===== config.mk =====
export PLATFORM = sky130hd
export DESIGN_NAME = fp16_acc_feeder_flat
export DESIGN_NICKNAME = d
export VERILOG_FILES = /design/src/rtl/fp16_acc_feeder_pkg.sv /design/src/rtl/fp16_acc_feeder_if.sv /design/src/rtl/fp16_sync_fifo.sv /design/src/rtl/fp16_acc_feeder.sv /design/src/flat_wrapper.sv
export SDC_FILE = /design/constraint.sdc
export NUM_CORES = 1
export LEC_CHECK = 0
export CAP_MARGIN = 30
export CORE_MARGIN = 2
export CORE_UTILIZATION = 40
export CTS_CLUSTER_DIAMETER = 150
export DETAILED_ROUTE_END_ITERATION = 7
export PLACE_DENSITY = 0.65
export SYNTH_ARGS = -nofsm -noshare
export SYNTH_HDL_FRONTEND = slang
export SYNTH_SLANG_ARGS = --single-unit

===== constraint.sdc =====
create_clock -name clk -period 4.1 [get_ports clk]
set_input_delay 0.41 -clock clk [delete_from_list [all_inputs] [get_ports clk]]
set_output_delay 0.41 -clock clk [all_outputs]
set_load 0.005 [all_outputs]

===== src/rtl/fp16_acc_feeder_pkg.sv =====
// fp16 accumulator feeder: shared types and constants.
// Provides fp16 field widths, idle/max-finite codes, FSM state enum, FTZ helper.
package fp16_pkg;

   localparam int FP16_W = 16;
   localparam int EXP_W  = 5;
   localparam int FRAC_W = 10;

   localparam logic [FP16_W-1:0] FP16_IDLE       = 16'h0000;
   localparam logic [FP16_W-1:0] FP16_MAXFIN_POS = 16'h7BFF;
   localparam logic [FP16_W-1:0] FP16_MAXFIN_NEG = 16'hFBFF;

   typedef enum logic [1:0] {
      IDLE,
      STREAM,
      FLUSH
   } feed_state_t;

   // Zero/subnormal -> +0, Inf/NaN -> sign-preserving max-finite.
   function automatic logic [FP16_W-1:0] fp16_ftz(
      input logic [FP16_W-1:0] v
   );
      logic [EXP_W-1:0] e;
      e = v[FP16_W-2 -: EXP_W];
      if (e == '0)
         return FP16_IDLE;
      if (e == '1)
         return v[FP16_W-1] ? FP16_MAXFIN_NEG : FP16_MAXFIN_POS;
      return v;
   endfunction

endpackage


===== src/rtl/fp16_acc_feeder_if.sv =====
// fp16 accumulator feeder bus: upstream stream, flush, accumulator side, status.
// master = producer/observer (testbench), slave = fp16_acc_feeder.
interface fp16_acc_feeder_if;
   import fp16_pkg::*;

   logic              s_valid;
   logic              s_ready;
   logic [FP16_W-1:0] s_data;
   logic              flush_req;
   logic [FP16_W-1:0] out_a;
   logic              out_accum_done;
   logic [15:0]       out_group_cnt;
   logic              busy;

   modport master (
      output s_valid,
      output s_data,
      output flush_req,
      input  s_ready,
      input  out_a,
      input  out_accum_done,
      input  out_group_cnt,
      input  busy
   );

   modport slave (
      input  s_valid,
      input  s_data,
      input  flush_req,
      output s_ready,
      output out_a,
      output out_accum_done,
      output out_group_cnt,
      output busy
   );

endinterface


===== src/rtl/fp16_sync_fifo.sv =====
// Single-clock FIFO with registered count; full/empty derive from the count.
// Ports: clk, rst, wr_en/wr_data, rd_en/rd_data (head, not show-through), full, empty.
module fp16_sync_fifo #(
   parameter int DEPTH = 32,
   parameter int WIDTH = 16
) (
   input  logic             clk,
   input  logic             rst,
   input  logic             wr_en,
   input  logic [WIDTH-1:0] wr_data,
   input  logic             rd_en,
   output logic [WIDTH-1:0] rd_data,
   output logic             full,
   output logic             empty
);

   localparam int AW = $clog2(DEPTH);

   logic [WIDTH-1:0] mem [DEPTH];
   logic [AW-1:0]    wr_ptr;
   logic [AW-1:0]    rd_ptr;
   logic [AW:0]      count;
   logic             do_wr;
   logic             do_rd;

   assign full    = (count == (AW+1)'(DEPTH));
   assign empty   = (count == '0);
   assign do_wr   = wr_en & ~full;
   assign do_rd   = rd_en & ~empty;
   assign rd_data = mem[rd_ptr];

   always_ff @(posedge clk or posedge rst) begin
      if (rst) begin
         wr_ptr <= '0;
         rd_ptr <= '0;
         count  <= '0;
      end else begin
         if (do_wr)
            wr_ptr <= wr_ptr + AW'(1);
         if (do_rd)
            rd_ptr <= rd_ptr + AW'(1);
         if (do_wr && !do_rd)
            count <= count + (AW+1)'(1);
         else if (do_rd && !do_wr)
            count <= count - (AW+1)'(1);
      end
   end

   always_ff @(posedge clk) begin
      if (do_wr)
         mem[wr_ptr] <= wr_data;
   end

endmodule


===== src/rtl/fp16_acc_feeder.sv =====
// Feeds buffered fp16 operands one per cycle to the accumulator, strobing
// done on each group's last element and zero-padding groups closed by flush.
// Ports: clk, rst (async, active-high), bus (fp16_acc_feeder_if.slave):
//   s_valid/s_ready/s_data in, flush_req in, out_a/out_accum_done/
//   out_group_cnt/busy out.
// Macro FP16_FEED_FTZ_EN: flush denormals to zero and clamp Inf/NaN on push.
module fp16_acc_feeder
   import fp16_pkg::*;
#(
   parameter int VEC_LEN    = 16,
   parameter int FIFO_DEPTH = 32
) (
   input logic             clk,
   input logic             rst,
   fp16_acc_feeder_if.slave bus
);

   localparam int CW = $clog2(VEC_LEN) + 1;
   localparam logic [CW-1:0] LAST = CW'(VEC_LEN - 1);

   feed_state_t       state_q;
   feed_state_t       state_d;
   logic [CW-1:0]     elem_q;
   logic [CW-1:0]     elem_d;
   logic [FP16_W-1:0] a_q;
   logic              done_q;
   logic [15:0]       grp_q;
   logic              rdy_q;

   logic              fifo_full;
   logic              fifo_empty;
   logic [FP16_W-1:0] fifo_wdata;
   logic [FP16_W-1:0] fifo_rdata;
   logic              push;
   logic              pop;
   logic              pad;
   logic              issue;
   logic              last;

   // rdy_q keeps s_ready low while reset is held.
   assign bus.s_ready        = rdy_q & ~fifo_full;
   assign bus.out_a          = a_q;
   assign bus.out_accum_done = done_q;
   assign bus.out_group_cnt  = grp_q;
   assign bus.busy           = (state_q != IDLE) | ~fifo_empty;

   assign push = bus.s_valid & bus.s_ready;

`ifdef FP16_FEED_FTZ_EN
   assign fifo_wdata = fp16_ftz(bus.s_data);
`else
   assign fifo_wdata = bus.s_data;
`endif

   fp16_sync_fifo #(
      .DEPTH (FIFO_DEPTH),
      .WIDTH (FP16_W)
   ) u_fifo (
      .clk     (clk),
      .rst     (rst),
      .wr_en   (push),
      .wr_data (fifo_wdata),
      .rd_en   (pop),
      .rd_data (fifo_rdata),
      .full    (fifo_full),
      .empty   (fifo_empty)
   );

   always_comb begin
      state_d = state_q;
      pop     = 1'b0;
      pad     = 1'b0;
      unique case (state_q)
         IDLE: begin
            if (!fifo_empty) begin
               pop     = 1'b1;
               state_d = STREAM;
            end
         end
         STREAM: begin
            pop = !fifo_empty;
            if (bus.flush_req && elem_q != '0)
               state_d = FLUSH;
         end
         FLUSH: begin
            pop = !fifo_empty;
            pad = fifo_empty;
         end
         default: state_d = IDLE;
      endcase
      issue = pop | pad;
      last  = issue && (elem_q == LAST);
      // Completion wins over a coincident flush; IDLE restarts at once
      // if more data is already buffered, so no bubble is lost.
      if (last)
         state_d = IDLE;
      elem_d = elem_q;
      if (issue)
         elem_d = last ? '0 : elem_q + CW'(1);
   end

   always_ff @(posedge clk or posedge rst) begin
      if (rst) begin
         state_q <= IDLE;
         elem_q  <= '0;
         a_q     <= FP16_IDLE;
         done_q  <= 1'b0;
         grp_q   <= '0;
         rdy_q   <= 1'b0;
      end else begin
         state_q <= state_d;
         elem_q  <= elem_d;
         a_q     <= pop ? fifo_rdata : FP16_IDLE;
         done_q  <= last;
         grp_q   <= grp_q + 16'(last);
         rdy_q   <= 1'b1;
      end
   end

endmodule

===== src/flat_wrapper.sv =====
// flat-port wrapper written by rule: the top's interface ports become plain ports
module fp16_acc_feeder_flat import fp16_pkg::*;
#(
   parameter int VEC_LEN    = 16,
   parameter int FIFO_DEPTH = 32
)
  (clk, rst, bus_s_valid, bus_s_data, bus_flush_req, bus_s_ready, bus_out_a, bus_out_accum_done, bus_out_group_cnt, bus_busy);
  fp16_acc_feeder_if bus_i ();
  input logic clk;
  input logic rst;
  input wire logic [$bits(bus_i.s_valid)-1:0] bus_s_valid;
  input wire logic [$bits(bus_i.s_data)-1:0] bus_s_data;
  input wire logic [$bits(bus_i.flush_req)-1:0] bus_flush_req;
  output wire logic [$bits(bus_i.s_ready)-1:0] bus_s_ready;
  output wire logic [$bits(bus_i.out_a)-1:0] bus_out_a;
  output wire logic [$bits(bus_i.out_accum_done)-1:0] bus_out_accum_done;
  output wire logic [$bits(bus_i.out_group_cnt)-1:0] bus_out_group_cnt;
  output wire logic [$bits(bus_i.busy)-1:0] bus_busy;
  assign bus_i.s_valid = bus_s_valid;
  assign bus_i.s_data = bus_s_data;
  assign bus_i.flush_req = bus_flush_req;
  assign bus_s_ready = bus_i.s_ready;
  assign bus_out_a = bus_i.out_a;
  assign bus_out_accum_done = bus_i.out_accum_done;
  assign bus_out_group_cnt = bus_i.out_group_cnt;
  assign bus_busy = bus_i.busy;
  fp16_acc_feeder #(.VEC_LEN(VEC_LEN), .FIFO_DEPTH(FIFO_DEPTH)) u_core (.clk(clk), .rst(rst), .bus(bus_i));
endmodule

After elaboration in Yosys (flattened, before gate mapping)
Memory sizes are Yosys's and may differ from the RTL's.
Index checks and enable logic that the tools add are counted.
{ "op_classes": {"n_mux": 13, "add_sub_neg": 6, "n_eq_ne": 7, "bitwise": 8, "n_reduce_logical": 14} }
{ "op_table": {"columns": ["operator", "count"], "rows": [
  ["16-bit by 1-bit adder with 16-bit output", 1],
  ["16-bit two-way mux", 1],
  ["5-bit by 1-bit adder with 5-bit output, second input constant", 3],
  ["6-bit two-way mux", 2],
  ["6-bit by 1-bit adder with 6-bit output, second input constant", 1],
  ["6-bit == test, second input constant", 1],
  ["6-bit logical NOT", 1],
  ["2-bit two-way mux", 3],
  ["2-bit case mux with 3 select lines", 1],
  ["6-bit by 1-bit subtractor with 6-bit output, second input constant", 1],
  ["5-bit by 4-bit == test with 1-bit output, second input constant", 1],
  ["5-bit two-way mux", 1],
  ["5-bit nonzero test", 1],
  ["1-bit AND", 4],
  ["1-bit logical AND", 4],
  ["1-bit two-way mux", 4],
  ["2-bit nonzero test", 2],
  ["1-bit logical NOT", 3],
  ["3-bit by 1-bit inequality test with 1-bit output, second input constant", 1],
  ["3-bit inequality test, second input constant", 1],
  ["3-bit AND reduction", 1],
  ["2-bit by 1-bit == test with 1-bit output, second input constant", 1],
  ["2-bit == test, second input constant", 1],
  ["2-bit logical NOT", 1],
  ["other kinds (5)", 7]
]} }
{ "word_totals": {"ramBits": 512, "out_inout_bits": 35, "word_cells": 58, "in_bits": 20, "n_memories": 1, "regBits": 57} }
{ "memory_table": {"columns": ["memory", "words", "width", "rd", "rd_ports_with_merged_regs", "write_ports", "line_no", "source"], "rows": [
  ["u_core.u_fifo.mem", 32, 16, 1, 0, 1, "fp16_sync_fifo.sv:19", "logic [WIDTH-1:0] mem [DEPTH];"]
]} }

Longest topological paths before layout
{ "logic_depth": {"word_depth": 9, "ltp_mapped": 12, "ltp_nobuf": 12} }

Cells and area by module
From an unflattened synthesis, not the netlist that was laid out.
{ "hier_totals": {"cells_unflattened": 1132, "area_unflattened_um2": 22497.8} }
{ "modules_own_cells": {"columns": ["module", "seq_area_each_um2", "area_per_inst_um2", "cells_each", "instances"], "rows": [
  ["fp16_sync_fifo", 15775.1, 20711.1, 982, 1],
  ["fp16_acc_feeder", 1026.0, 1786.7, 150, 1]
]} }

Least setup slack after synthesis
Ideal clock, no wire load.
{ "synth_path": {"path_kind": "register -> register", "startpoint": "reg u_core.u_fifo.count[0]", "endpoint": "reg u_core.u_fifo.count[5]", "slack_ps": 689, "required_ps": 3977, "n_path_buf": 2, "synth_period_minus_slack_ps": 3411, "arrival_ps": 3288, "path_stages_with_launch": 12, "setup_ps": 123, "cell_sequence": "dfrtp_1 -> or4_1 -> buf_6 -> o311a_1 -> buf_6 -> ha_1 -> inv_1 -> ha_1 -> and4b_1 -> a311o_1 -> or3b_2 -> xnor2_1"} }
{ "synth_between": {"elab_chain_len": 8, "elab_cells_between_ends": 20, "classes_between": "2 x add/sub; 1 x eq/ne; 4 x mux; 6 x bitwise; 7 x reduce/logical"} }
{ "synth_lines": {"columns": ["element", "line_no", "source"], "rows": [
  ["start, declared", "fp16_sync_fifo.sv:22", "logic [AW:0] count;"],
  ["start signal, assigned", "fp16_sync_fifo.sv:43", "count <= count + (AW+1)'(1);"],
  ["start signal, assigned", "fp16_sync_fifo.sv:45", "count <= count - (AW+1)'(1);"],
  ["6-bit == test *", "fp16_sync_fifo.sv:26", "assign full = (count == (AW+1)'(DEPTH));"],
  ["1-bit NOT *", "fp16_sync_fifo.sv:28, fp16_acc_feeder.sv:41", null],
  ["1-bit AND", "fp16_acc_feeder.sv:41", "assign bus.s_ready = rdy_q & ~fifo_full;"],
  ["1-bit AND", "fp16_acc_feeder.sv:47", "assign push = bus.s_valid & bus.s_ready;"],
  ["1-bit AND *", "fp16_sync_fifo.sv:28", "assign do_wr = wr_en & ~full;"],
  ["via u_core.u_fifo.do_wr", "fp16_sync_fifo.sv:23", "logic do_wr;"],
  ["1-bit logical NOT", "fp16_sync_fifo.sv:44", "else if (do_rd && !do_wr)"],
  ["1-bit logical AND", "fp16_sync_fifo.sv:44", null],
  ["2-bit nonzero test (no line)", null, null]
]} }
Mark *: on every way through the listed nets, which the timed path passes. The rest lies on a longest branch. The select of a mux whose other input is x is not followed.
A chain may end at the register's enable or synchronous reset.

Worst setup path in the final report
{ "layout_path": {"startpoint": "reg u_core.u_fifo.count[0]", "endpoint": "reg u_core.u_fifo.count[5]"} }
{ "layout_between": {"elab_chain_len": 8, "elab_cells_between_ends": 20, "classes_between": "2 x add/sub; 1 x eq/ne; 4 x mux; 6 x bitwise; 7 x reduce/logical"} }
{ "layout_lines": {"columns": ["element", "line_no"], "rows": [
  ["6-bit == test", "fp16_sync_fifo.sv:26"],
  ["1-bit NOT", "fp16_sync_fifo.sv:28, fp16_acc_feeder.sv:41"],
  ["1-bit AND", "fp16_acc_feeder.sv:41"],
  ["1-bit AND", "fp16_acc_feeder.sv:47"],
  ["1-bit AND", "fp16_sync_fifo.sv:28"],
  ["1-bit logical NOT", "fp16_sync_fifo.sv:44"],
  ["1-bit logical AND", "fp16_sync_fifo.sv:44"],
  ["2-bit nonzero test (no line)", null]
]} }
Several ways; a longest one is shown, not always the timed one. The select of a mux whose other input is x is not followed.

==> impl_summary.log <==
INFO  metric worstHoldPathType = in2async
INFO  metric period_needed = 3.59 ns
INFO  metric drt-wirelength-per-cell = between 20 and 25 um
INFO  metric cpPeakStageDelay = approximately 0.64 ns
INFO  metric layout.filler_cells = roughly 4.6k
INFO  metric first_pass_grt_wire_length = 73800 um
INFO  metric drtPass1Iterations = 5
INFO  metric cts.root.buffer_cell = sky130_fd_sc_hd__clkbuf_16
INFO  metric floorplan.die.height = around 240 um
INFO  metric ff_latch_area = 16800 um2
INFO  metric first_iter_violations = 966
INFO  metric total_area_of_multi_input_combinational_cells = about 5300 um2
INFO  metric timing_worst_slew_pin_value = ~0.97 ns
INFO  metric gp_routability_congestion = about 0.80
INFO  metric synth-seq-area-share = 0.747
INFO  metric layout.cells.non_filler = 2049
INFO  metric synth_cells = roughly 1.1k
INFO  metric dp_hpwl = ~30000 um
INFO  metric synthToLayoutAreaGrowth = 16.3%
INFO  metric vdd_ir_drop_max = 0.000376 V
INFO  metric whs = 0.210 ns
INFO  metric drt.antenna.violating_nets = 0
INFO  metric path_class = reg2reg
INFO  metric post_drt_via_cell_ratio = 5.44
INFO  metric critical_path_peak_fanout = 6
INFO  metric crit_path_end_kind = register
INFO  metric worst_slew_margin_rel = 0.354
INFO  metric ys_dominant_reg_cell = sky130_fd_sc_hd__edfxtp_1
INFO  metric post-layout-total-power = 17100 uW
INFO  metric clkLatencyLatePin = about 0.60 ns
INFO  metric cts.clk_slew.worst_paths = 0.06 ns
INFO  metric finalHoldViolCount = 0
INFO  metric gr-usage-all-layers = 0.175
INFO  metric grt_setup_unrepaired = no
INFO  metric fp.dieW = 241 um
INFO  metric total_power_divided_by_cell_area = roughly 660 nW/um2
INFO  metric crit_cells = 10
INFO  metric grt_start_max_net_pins = 55
INFO  metric synthDominantCellAreaShare = 0.684
INFO  metric timing.critical_path.max_delay_family = simple AND/OR/NAND/NOR gates
INFO  metric yosysUniqueCellTypes = 57
INFO  metric critPathRequiredTime = 4.59 ns
INFO  metric crit_path_cell_trace = or4_1, o31a_1, inv_1, ha_1, inv_1, ha_1, and4b_1, a311o_1, or3b_2, xnor2_1
INFO  metric crit_path_max_delay_cell_type = sky130_fd_sc_hd__or4_1
INFO  metric yosysWarnings = 0
INFO  metric synth-seq-cells = 569
INFO  metric synth-async-reset-ratio = 0.100
INFO  metric final.setup.tns = 0 ns
INFO  metric tritoncts_num_sinks = 569
INFO  metric cts_tree = yes
INFO  metric skew = roughly 0.011 ns
INFO  metric post_cts.repair.setup_buffers = 0
INFO  metric grt_overflow_total = 0
INFO  metric h-tree-depth = 2
INFO  metric cts-root-to-sink-buffers = 3
INFO  metric antenna_found_initial = 0
INFO  metric status = finished, final reports clean
INFO  metric largest_area_contributor_in_the_synthesized_netlist = sky130_fd_sc_hd__edfxtp_1
INFO  metric worst_setup_path_endpoint = u_core.u_fifo.count[5]$_DFFE_PP0P_
INFO  metric rr_worst_depth = 10
INFO  metric ff2ff_setup_slack = around 0.5 ns
INFO  metric synth_enable_flop_cells = 512
INFO  metric r2r_end = u_core.u_fifo.count[5]$_DFFE_PP0P_
INFO  metric core-area = about 55000 um2
INFO  metric mappedNetlistArea = about 22000 um2
INFO  metric max_freq = about 280 MHz
INFO  metric p_leak = 0.00882 uW
INFO  metric post_cts.resized_instances = 0
INFO  metric routed_wl = 50000 um
INFO  metric layout.nets = roughly 1.3k
INFO  metric synthesis.nets = ~1.2k
INFO  metric cp_num_buf_inv = 2
INFO  metric dr_total_vias = roughly 11k
INFO  metric startpoint_type = register
INFO  metric top_count_cell_post_synth = sky130_fd_sc_hd__edfxtp_1
INFO  metric synth_area_leaders = sky130_fd_sc_hd__edfxtp_1 68%, sky130_fd_sc_hd__mux4_2 9.6%, sky130_fd_sc_hd__dfrtp_1 6.3%
INFO  metric timing.critical_path.from = u_core.u_fifo.count[0]$_DFFE_PP0P_
INFO  metric port_buffers = 54
INFO  metric dp.cells = 1947
INFO  metric critical_path_arrival = 4.08 ns
INFO  metric num_io_pins = 55
INFO  metric first_global_vias = 11.2k
INFO  metric postSynthAreaPerCell = 20.0 um2
INFO  metric maxCapViolCount = 0
INFO  metric fin_util = 0.472
INFO  metric remaining_drc_errors = 0
INFO  metric post_route_cells_drive_above_1_share = 0.228
INFO  metric floorplan.die_area = 58100 um2
INFO  metric timing.final.crit_share = 0.876
INFO  metric cts_buffers = 55
INFO  metric placementRows = 86
INFO  metric initial_utilization = 0.406
INFO  metric final-max-slew-violation-count = 0
INFO  metric postCtsHoldBufs = 0
INFO  metric rr_startpoint = u_core.u_fifo.count[0]$_DFFE_PP0P_
INFO  metric synth_common_cells = 512 x sky130_fd_sc_hd__edfxtp_1, 96 x sky130_fd_sc_hd__mux2i_1, 96 x sky130_fd_sc_hd__mux4_2
INFO  metric setup_viol = 0
## cells by family (layout without fill, tap and decap cells)
kind of cell | count (synthesis) | in the layout | share of synthesized area
AO/OA/AOI/OAI | 115 | 115 | 0.0423
flip-flops | 569 | 569 | 0.747
multiplexers | 193 | 193 | 0.139
AND/OR/NAND/NOR | 125 | 125 | 0.0316
buffers and inverters | 75 | 249 | 0.0163
adder cells (fa/ha/maj) | 22 | 22 | 0.0126
other | 1 | 2 | 0.000167
XOR/XNOR | 26 | 26 | 0.0101
## metal layers
layer	routed length [um]	track usage
met3	3220	0.0284
met5	0	0
met2	23300	0.273
met1	22400	0.256
met4	1100	0.0505
## cell usage in the layout (no fill, tap or decap), types with 4 or more instances in the layout
cell	n
sky130_fd_sc_hd__xnor2_1	20
sky130_fd_sc_hd__nor2_1	39
sky130_fd_sc_hd__ha_1	21
sky130_fd_sc_hd__clkdlybuf4s50_1	54
sky130_fd_sc_hd__nand2_1	19
sky130_fd_sc_hd__nand3b_1	5
sky130_fd_sc_hd__nand3_1	13
sky130_fd_sc_hd__xor2_1	6
sky130_fd_sc_hd__dfrtp_1	54
sky130_fd_sc_hd__o21ai_0	12
sky130_fd_sc_hd__edfxtp_1	512
sky130_fd_sc_hd__clkbuf_16	57
sky130_fd_sc_hd__buf_8	6
sky130_fd_sc_hd__o22a_1	6
sky130_fd_sc_hd__mux2i_1	96
sky130_fd_sc_hd__nand3_2	10
sky130_fd_sc_hd__buf_4	65
sky130_fd_sc_hd__clkinv_2	15
sky130_fd_sc_hd__o211ai_1	32
sky130_fd_sc_hd__nor4_1	4
sky130_fd_sc_hd__inv_1	17
sky130_fd_sc_hd__o22a_2	9
sky130_fd_sc_hd__clkbuf_1	10
sky130_fd_sc_hd__clkinvlp_4	4
sky130_fd_sc_hd__a22oi_1	32
sky130_fd_sc_hd__clkinv_1	9
sky130_fd_sc_hd__bufinv_16	5
sky130_fd_sc_hd__nand4_1	6
sky130_fd_sc_hd__mux4_2	96
## final cells by class
class / instances / area share
well taps: 748 / 0.0358
multi-input cells: 482 / 0.203
inverters: 18 / 0.00259
flip-flops and latches: 569 / 0.643
diodes: 1 / 0.0000958
clock buffers: 67 / 0.0560
repair buffers: 130 / 0.0475
clock inverters: 34 / 0.0114
## flip-flops by register name, summed over array words and instances (netlist names)
signal and flops:
u_core.state_q 2, u_core.u_fifo.wr_ptr 5, u_core.u_fifo.count 6, u_core.bus.out_group_cnt 16, u_core.bus.out_accum_done 1, u_core.rdy_q 1, u_core.u_fifo.mem 512, u_core.bus.out_a 16
u_core.u_fifo.rd_ptr 5, u_core.elem_q 5
## report_power, final
part           internal [uW]  leakage (uW)  switching (uW)
logic                   2280       0.00263            2710
clock network           2850      0.000862            2130
registers               6700       0.00533             467
## per-stage QoR
stage	setup WS, ns	area [um2]
after floorplan	0.689	22500
after global placement	0.631	24200
after detailed placement	0.557	24400
after CTS	0.546	26100
after global routing	0.335	26100
final	0.508	26100
## how the worst min path moves through the flow
stage / from / endpoint / slack (ns) / depth (start not counted)
final: rst / u_core.bus.out_group_cnt[5]$_DFF_PP0_ / 0.21 / 2
after global routing: rst / u_core.elem_q[2]$_DFFE_PP0P_ / 0.26 / 2
after CTS: rst / u_core.u_fifo.count[5]$_DFFE_PP0P_ / 0.21 / 2
after detailed placement: u_core.bus.out_group_cnt[15]$_DFF_PP0_ / u_core.bus.out_group_cnt[15]$_DFF_PP0_ / 0.46 / 1
after global placement: u_core.bus.out_group_cnt[15]$_DFF_PP0_ / u_core.bus.out_group_cnt[15]$_DFF_PP0_ / 0.46 / 1
after floorplan: u_core.bus.out_group_cnt[15]$_DFF_PP0_ / u_core.bus.out_group_cnt[15]$_DFF_PP0_ / 0.46 / 1
No activity file was read; power rests on OpenSTA's default activity.
